`src/rtl/mac_lanes.sv`:
```
// mac_lanes: LANES independent signed multiply-accumulate lanes computing a
// dot product over a len-beat job. Each result is rounded half-up,
// right-shifted by FRAC_BITS and saturated to OUT_W bits, with a per-lane
// clip flag.
module mac_lanes #(
  parameter int DATA_W    = 16,
  parameter int LANES     = 4,
  parameter int ACC_W     = 40,
  parameter int LEN_W     = 8,
  parameter int OUT_W     = 16,
  parameter int FRAC_BITS = 8
) (
  input  logic                     clk,
  input  logic                     reset,
  input  logic                     start,
  input  logic [LEN_W-1:0]         len,
  input  logic                     in_valid,
  output logic                     in_ready,
  input  logic [LANES*DATA_W-1:0]  a,
  input  logic [LANES*DATA_W-1:0]  b,
  output logic                     out_valid,
  input  logic                     out_ready,
  output logic [LANES*OUT_W-1:0]   out_data,
  output logic [LANES-1:0]         sat,
  output logic                     busy
);

  localparam int unsigned PROD_W = 2 * DATA_W;
  localparam int unsigned RND_W  = ACC_W + 1;

  // Rounding constant and saturation bounds at rounding width.
  localparam logic signed [RND_W-1:0] HALF = RND_W'(1) << (FRAC_BITS - 1);
  localparam logic signed [RND_W-1:0] MAXV = {{(RND_W-OUT_W+1){1'b0}}, {(OUT_W-1){1'b1}}};
  localparam logic signed [RND_W-1:0] MINV = {{(RND_W-OUT_W+1){1'b1}}, {(OUT_W-1){1'b0}}};

  typedef enum logic [1:0] {
    IDLE   = 2'd0,
    ACCUM  = 2'd1,
    DRAIN  = 2'd2,
    RESULT = 2'd3
  } state_t;

  state_t           state_q, state_nxt;
  logic [LEN_W-1:0] cnt_q, cnt_nxt;
  logic             drain_q, drain_nxt;
  logic             accept_c;
  logic             clear_c;
  logic             load_c;
  logic             pv_q;

  // Next-state, beat counter and datapath control.
  always_comb begin
    state_nxt = state_q;
    cnt_nxt   = cnt_q;
    drain_nxt = drain_q;
    accept_c  = 1'b0;
    clear_c   = 1'b0;
    load_c    = 1'b0;
    case (state_q)
      IDLE: begin
        if (start && (len != '0)) begin
          clear_c   = 1'b1;
          cnt_nxt   = len;
          state_nxt = ACCUM;
        end
      end
      ACCUM: begin
        if (in_valid) begin
          accept_c = 1'b1;
          cnt_nxt  = cnt_q - LEN_W'(1);
          if (cnt_q == LEN_W'(1)) begin
            state_nxt = DRAIN;
            drain_nxt = 1'b0;
          end
        end
      end
      DRAIN: begin
        // Two cycles let the last product reach the accumulator.
        if (drain_q) begin
          state_nxt = RESULT;
          load_c    = 1'b1;
          drain_nxt = 1'b0;
        end else begin
          drain_nxt = 1'b1;
        end
      end
      RESULT: begin
        if (out_ready) begin
          state_nxt = IDLE;
        end
      end
      default: state_nxt = IDLE;
    endcase
  end

  // State register and state-decoded handshake/status outputs.
  always_ff @(posedge clk or posedge reset) begin
    if (reset) begin
      state_q   <= IDLE;
      cnt_q     <= '0;
      drain_q   <= 1'b0;
      in_ready  <= 1'b0;
      out_valid <= 1'b0;
      busy      <= 1'b0;
    end else begin
      state_q   <= state_nxt;
      cnt_q     <= cnt_nxt;
      drain_q   <= drain_nxt;
      in_ready  <= (state_nxt == ACCUM);
      out_valid <= (state_nxt == RESULT);
      busy      <= (state_nxt != IDLE);
    end
  end

  // Product-valid bit travels alongside the stage-1 product registers.
  always_ff @(posedge clk or posedge reset) begin
    if (reset) begin
      pv_q <= 1'b0;
    end else begin
      pv_q <= accept_c;
    end
  end

  for (genvar i = 0; i < LANES; i++) begin : g_lane
    logic signed [DATA_W-1:0] a_l;
    logic signed [DATA_W-1:0] b_l;
    logic signed [PROD_W-1:0] prod_q;
    logic signed [ACC_W-1:0]  acc_q;
    logic signed [RND_W-1:0]  rnd_c;
    logic signed [RND_W-1:0]  shf_c;
    logic                     hi_c;
    logic                     lo_c;
    logic [OUT_W-1:0]         res_q;
    logic                     sat_q;

    assign a_l = $signed(a[i*DATA_W +: DATA_W]);
    assign b_l = $signed(b[i*DATA_W +: DATA_W]);

    // Stage 1: full-precision product of an accepted beat.
    always_ff @(posedge clk or posedge reset) begin
      if (reset) begin
        prod_q <= '0;
      end else if (accept_c) begin
        prod_q <= PROD_W'(a_l) * PROD_W'(b_l);
      end
    end

    // Stage 2: sign-extended accumulate, wrapping silently on overflow.
    always_ff @(posedge clk or posedge reset) begin
      if (reset) begin
        acc_q <= '0;
      end else if (clear_c) begin
        acc_q <= '0;
      end else if (pv_q) begin
        acc_q <= acc_q + ACC_W'(prod_q);
      end
    end

    // Round half-up, scale down, and detect clipping.
    always_comb begin
      rnd_c = RND_W'(acc_q) + HALF;
      shf_c = rnd_c >>> FRAC_BITS;
      hi_c  = (shf_c > MAXV);
      lo_c  = (shf_c < MINV);
    end

    // Result register, loaded only on entry to RESULT.
    always_ff @(posedge clk or posedge reset) begin
      if (reset) begin
        res_q <= '0;
        sat_q <= 1'b0;
      end else if (load_c) begin
        if (hi_c) begin
          res_q <= MAXV[OUT_W-1:0];
          sat_q <= 1'b1;
        end else if (lo_c) begin
          res_q <= MINV[OUT_W-1:0];
          sat_q <= 1'b1;
        end else begin
          res_q <= shf_c[OUT_W-1:0];
          sat_q <= 1'b0;
        end
      end
    end

    assign out_data[i*OUT_W +: OUT_W] = res_q;
    assign sat[i]                     = sat_q;
  end

endmodule

```
`config.mk`:
```
export PLATFORM = sky130hd
export DESIGN_NAME = mac_lanes
export DESIGN_NICKNAME = d
export VERILOG_FILES = /design/src/rtl/mac_lanes.sv
export SDC_FILE = /design/constraint.sdc
export NUM_CORES = 2
export LEC_CHECK = 0
export CORE_MARGIN = 2
export CORE_UTILIZATION = 41
export CTS_BUF_LIST = sky130_fd_sc_hd__clkbuf_4 sky130_fd_sc_hd__clkbuf_8
export CTS_CLUSTER_SIZE = 14
export DETAILED_ROUTE_END_ITERATION = 8
export PLACE_DENSITY_LB_ADDON = 0.2
export SLEW_MARGIN = 15
export SYNTH_ARGS = -nofsm -noshare
export SYNTH_HDL_FRONTEND = slang
export SYNTH_SLANG_ARGS = --single-unit
```
`constraint.sdc`:
```
create_clock -name clk -period 14.3 [get_ports clk]
set_input_delay 4.29 -clock clk [delete_from_list [all_inputs] [get_ports clk]]
set_output_delay 4.29 -clock clk [all_outputs]
set_load 0.1 [all_outputs]
```
[Word-level counts from Yosys, hierarchy flattened]
Index checks and enable logic that the tools add are counted.
W data, S select, Z words.
Cells by class
  muxes and demuxes: 43
  magnitude comparators: 8
  multiply operators: 4
  reduce and logical (&&, ||, !) cells: 9
  add/sub/neg operators: 9
  eq/ne operators: 9
Operator list (count)
  $mux W40: 8
  $add A40 B9 Y41 const B: 4
  $add A40 B32 Y40: 4
  $gt A33 B16 Y1 const B: 4
  $lt A33 B16 Y1 const B: 4
  $mul A16 B16 Y32: 4
  $mux W16: 8
  $mux W1: 17
  $mux W8: 2
  $pmux W8 S2: 1
  $mux W2: 5
  $eq A8 B1 Y1 const B: 1
  $pmux W2 S4: 1
  $reduce_bool A2 Y1: 4
  $reduce_bool A8 Y1: 1
  $sub A8 B1 Y8 const B: 1
  $eq A2 B2 Y1 const B: 3
  $ne A2 B2 Y1 const B: 3
  $reduce_and A3 Y1: 2
  $eq A2 B1 Y1 const B: 2
  $logic_not A2 Y1: 1
  $pmux W1 S2: 1
  $logic_and A1 B1 Y1: 1
Word-level totals
  input port bits: 141
  output and inout port bits: 71
  logic and storage cells: 105
  bits in registers: 371

[Depth between registers and ports, before layout]
  word-level depth: 5
  depth in mapped cells: 26
  mapped depth without buffers: 25

[Least setup slack after synthesis]
No wires, ideal clock.
  path type: input port to flip-flop
  from: in a[11]
  to: reg g_lane[0].prod_q[31]
  setup time: 0.082 ns
  path buffers: 1
  stages: 23
  arrival time: 10.279 ns
  path slack: 3.940 ns
  required time: 14.218 ns
  cell sequence: clkbuf_1 nand2_1 fa_1 fa_1 fa_1 inv_1 fa_1 fa_1 inv_1 fa_1 inv_1 ha_1 a41oi_1 o21ai_1 a21oi_1 a211oi_1 o311ai_2 a21boi_1 or4_1 a31o_1 o31a_1 or3_1 a31oi_1
Between the ends
  word-level cells in the longest chain between the ends: 1
Ends and longest elaborated chain
  start, declared: line 19  | input logic [LANES*DATA_W-1:0] a,
  $mul A16 B16 Y32: line 144  | prod_q <= PROD_W'(a_l) * PROD_W'(b_l);
  end signal, assigned: line 144
  end, declared: line 127  | logic signed [PROD_W-1:0] prod_q;
No other way between the ends.
A chain may end at the register's enable or synchronous reset.

[Worst setup path in the final report]
  from: in a[57]
  to: reg g_lane[3].prod_q[26]
Between the ends
  word-level cells in the longest chain between the ends: 1
Ends and longest elaborated chain (line)
  $mul A16 B16 Y32: 144
  end signal, assigned: 144
  end, declared: 127
No other way between the ends.

==> reports/results.ini <==
[clocking]
cts_hold_buf=0
cts_sinks=371
clk_pin_slew_ns=0.06
cts_made_buffers=72
post_cts_buffers=0
cts_buffer_depth=3
cts_tree=yes
clock_latency_ns=0.72
ctsResizeCount=0
htree_levels=3
cts_root_buffer=clkbuf_8

[sta]
period_share_pct=76.1
rsz0062_at_grt=false
finalHoldViolCount=0
fmax_ghz=0.0919
fin_tns_setup_ns=0
setup_viol=0
max-slew-margin-rel_pct=23.8
final.min_clock_period_ns=10.88
skew_ns=0.0448
tightest_slew_ns=1.14
drv_slew=0

[logic_synthesis]
yosysUniqueCellTypes=106
synth_edf_count=0
yosys_register_bits=371
synth_ff_type=dfrtp_1
ys_seq_area_share_pct=14.6
yosysWarningCount=0
synthTopCellsByArea=fa_1 (33%), dfrtp_1 (15%), ha_1 (9.6%)
synthArstFlopShare_pct=100
synth_top_area_share_pct=33.1
synth_top_area_cell=fa_1
synth_common_cells=inv_1 (1206), fa_1 (1052), nand2_1 (873)
synth.most_common_cell=inv_1
syn_nets=8789
synthCells=7106
synthesis.area_um2=63600
syn-mean-instance-area_um2=8.95

[placement]
dpl_cell_area_um2=67500
io_buffers=211
gp_congestion=0.845
dpl.hpwl_um=122000

[route]
routed_wl_um=155000
route.detailed.drc=0
ant_nets=0
drt-initial-drc-count=2409
vias=47776
viasPerCell=5.16
firstDrtPassIters=5
wire_per_inst_um=16.8

[floorplanning]
rows=144
io_pins=212
start_util_pct=41.3
die_y_um=398
coreArea_um2=154000
dieArea_um2=158000
fp.dieW_um=398

[layout]
stdcell_area_um2=69000
drive_gt1_share_pct=3.07
final_nets=8837
syn_to_final_growth_pct=8.53
fillers=15150

[worst_setup_path]
cp-start-kind=input port
cp_max_fo=16
crit_type=input port to flop
end_kind=flop
cp_data_arrival_time_ns=11.43
r2r_setup_slack_ns=10.22
worstPathRequired_ns=14.85

[grt]
grt_pass1_vias=50655
grt_first_pass_wirelength_um=261000
grt-ovfl-total=0
grt_use_total_pct=20.3
antenna_found_initial=1
grt_start_max_net_pins=143

[run_status]
status=finished, final reports clean

[min_path]
holdCritPathClass=flop to flop

[run]
drv_cap=0

[cell type report]
cell class                 instances  area [µm²]  area share, %
multi-input combinational       5273       48800           70.7
clock inverter                    21         225          0.326
clock buffer                     108        1340           1.94
antenna                            2        5.00        0.00725
tap                             2044        2560           3.70
inverter                        1207        4540           6.57
timing repair buffer             229        2270           3.29
sequential                       371        9290           13.5
[routing by layer]
metal	global-route usage [%]	part of all wire (%)	vias up
li1	-	-	22637
met1	26.9	45	24120
met2	35.1	49	823
met3	2.16	3.5	196
met4	5.12	2.5	0
met5	0	0	-
[flip-flops by register name (all words and copies together) (netlist names)]
| name | flops |
|---|---|
| g_lane.sat_q | 4 |
| g_lane.prod_q | 128 |
| state_q | 2 |
| cnt_q | 8 |
| drain_q | 1 |
| pv_q | 1 |
| g_lane.acc_q | 160 |
| busy | 1 |
| in_ready | 1 |
| out_valid | 1 |
| g_lane.res_q | 64 |
[placed cells by master, fill, tap and decap left out, drive strengths merged, types with 15 or more instances in the layout]
cell / instances
xor2: 126
ha: 490
nor2: 406
nand2: 874
a21o: 125
and3: 41
o22a: 19
clkdlybuf4s50: 210
o22ai: 17
nand4: 39
inv: 1209
nand3: 125
nor4: 20
o21ai: 260
clkbuf: 108
or3: 29
and2: 503
buf: 19
a21oi: 267
o211ai: 42
a31oi: 37
nor2b: 23
o21bai: 53
mux2i: 90
nand2b: 54
o31ai: 18
nor3: 67
xnor2: 224
fa: 1052
dfrtp: 371
a211oi: 54
o21a: 46
or2: 15
[logic make-up after synthesis]
kind of cell | Yosys count | share of synthesized area (%)
flip-flops | 371 | 14.6
AO/OA/AOI/OAI | 1039 | 10.6
AND/OR/NAND/NOR | 2247 | 17.0
XOR/XNOR | 350 | 4.82
buffers and inverters | 1462 | 8.71
multiplexers | 95 | 1.50
adder cells (fa/ha/maj) | 1542 | 42.7
[worst max-delay path, stage by stage]
cell	delay [ns]
clkdlybuf4s50_1	0.85
and2_1	0.41
fa_1	0.53
inv_1	0.05
fa_1	0.46
fa_1	0.54
inv_1	0.06
fa_1	0.48
fa_1	0.49
inv_1	0.05
fa_1	0.47
inv_1	0.04
ha_1	0.34
a21o_1	0.20
a221o_1	0.34
a21oi_1	0.10
o21ai_1	0.11
and2_1	0.21
o21ai_1	0.30
o22ai_1	0.21
or4_1	0.44
a31oi_1	0.23
xor2_1	0.16
o21ai_1	0.07
[metrics by stage]
stage	worst slack [ns]	hold slack, ns	cells	utilization (%)
floorplan	3.94	0.445	7106	-
global route	3.09	0.490	9254	44.8
finish	3.42	0.465	9255	44.8
detailed placement	2.76	0.462	9124	43.8
CTS	3.54	0.475	9253	44.8
global placement	2.78	0.456	9124	43.8
[path summary, 6_finish.rpt]
path	from	endpoint	cells after the start
max	a[57]	g_lane[3].prod_q[26]	24
min	g_lane[0].res_q[6]	g_lane[0].res_q[6]	2
max reg2reg	g_lane[3].prod_q[0]	g_lane[3].acc_q[36]	13
min reg2reg	g_lane[0].res_q[6]	g_lane[0].res_q[6]	2
max in group asynchronous	reset	g_lane[0].sat_q	4
min in group asynchronous	reset	cnt_q[5]	2
Power is left out: the tool's default activity adds up to more than one toggle a clock period on the data nets, which glitch-free logic cannot reach.
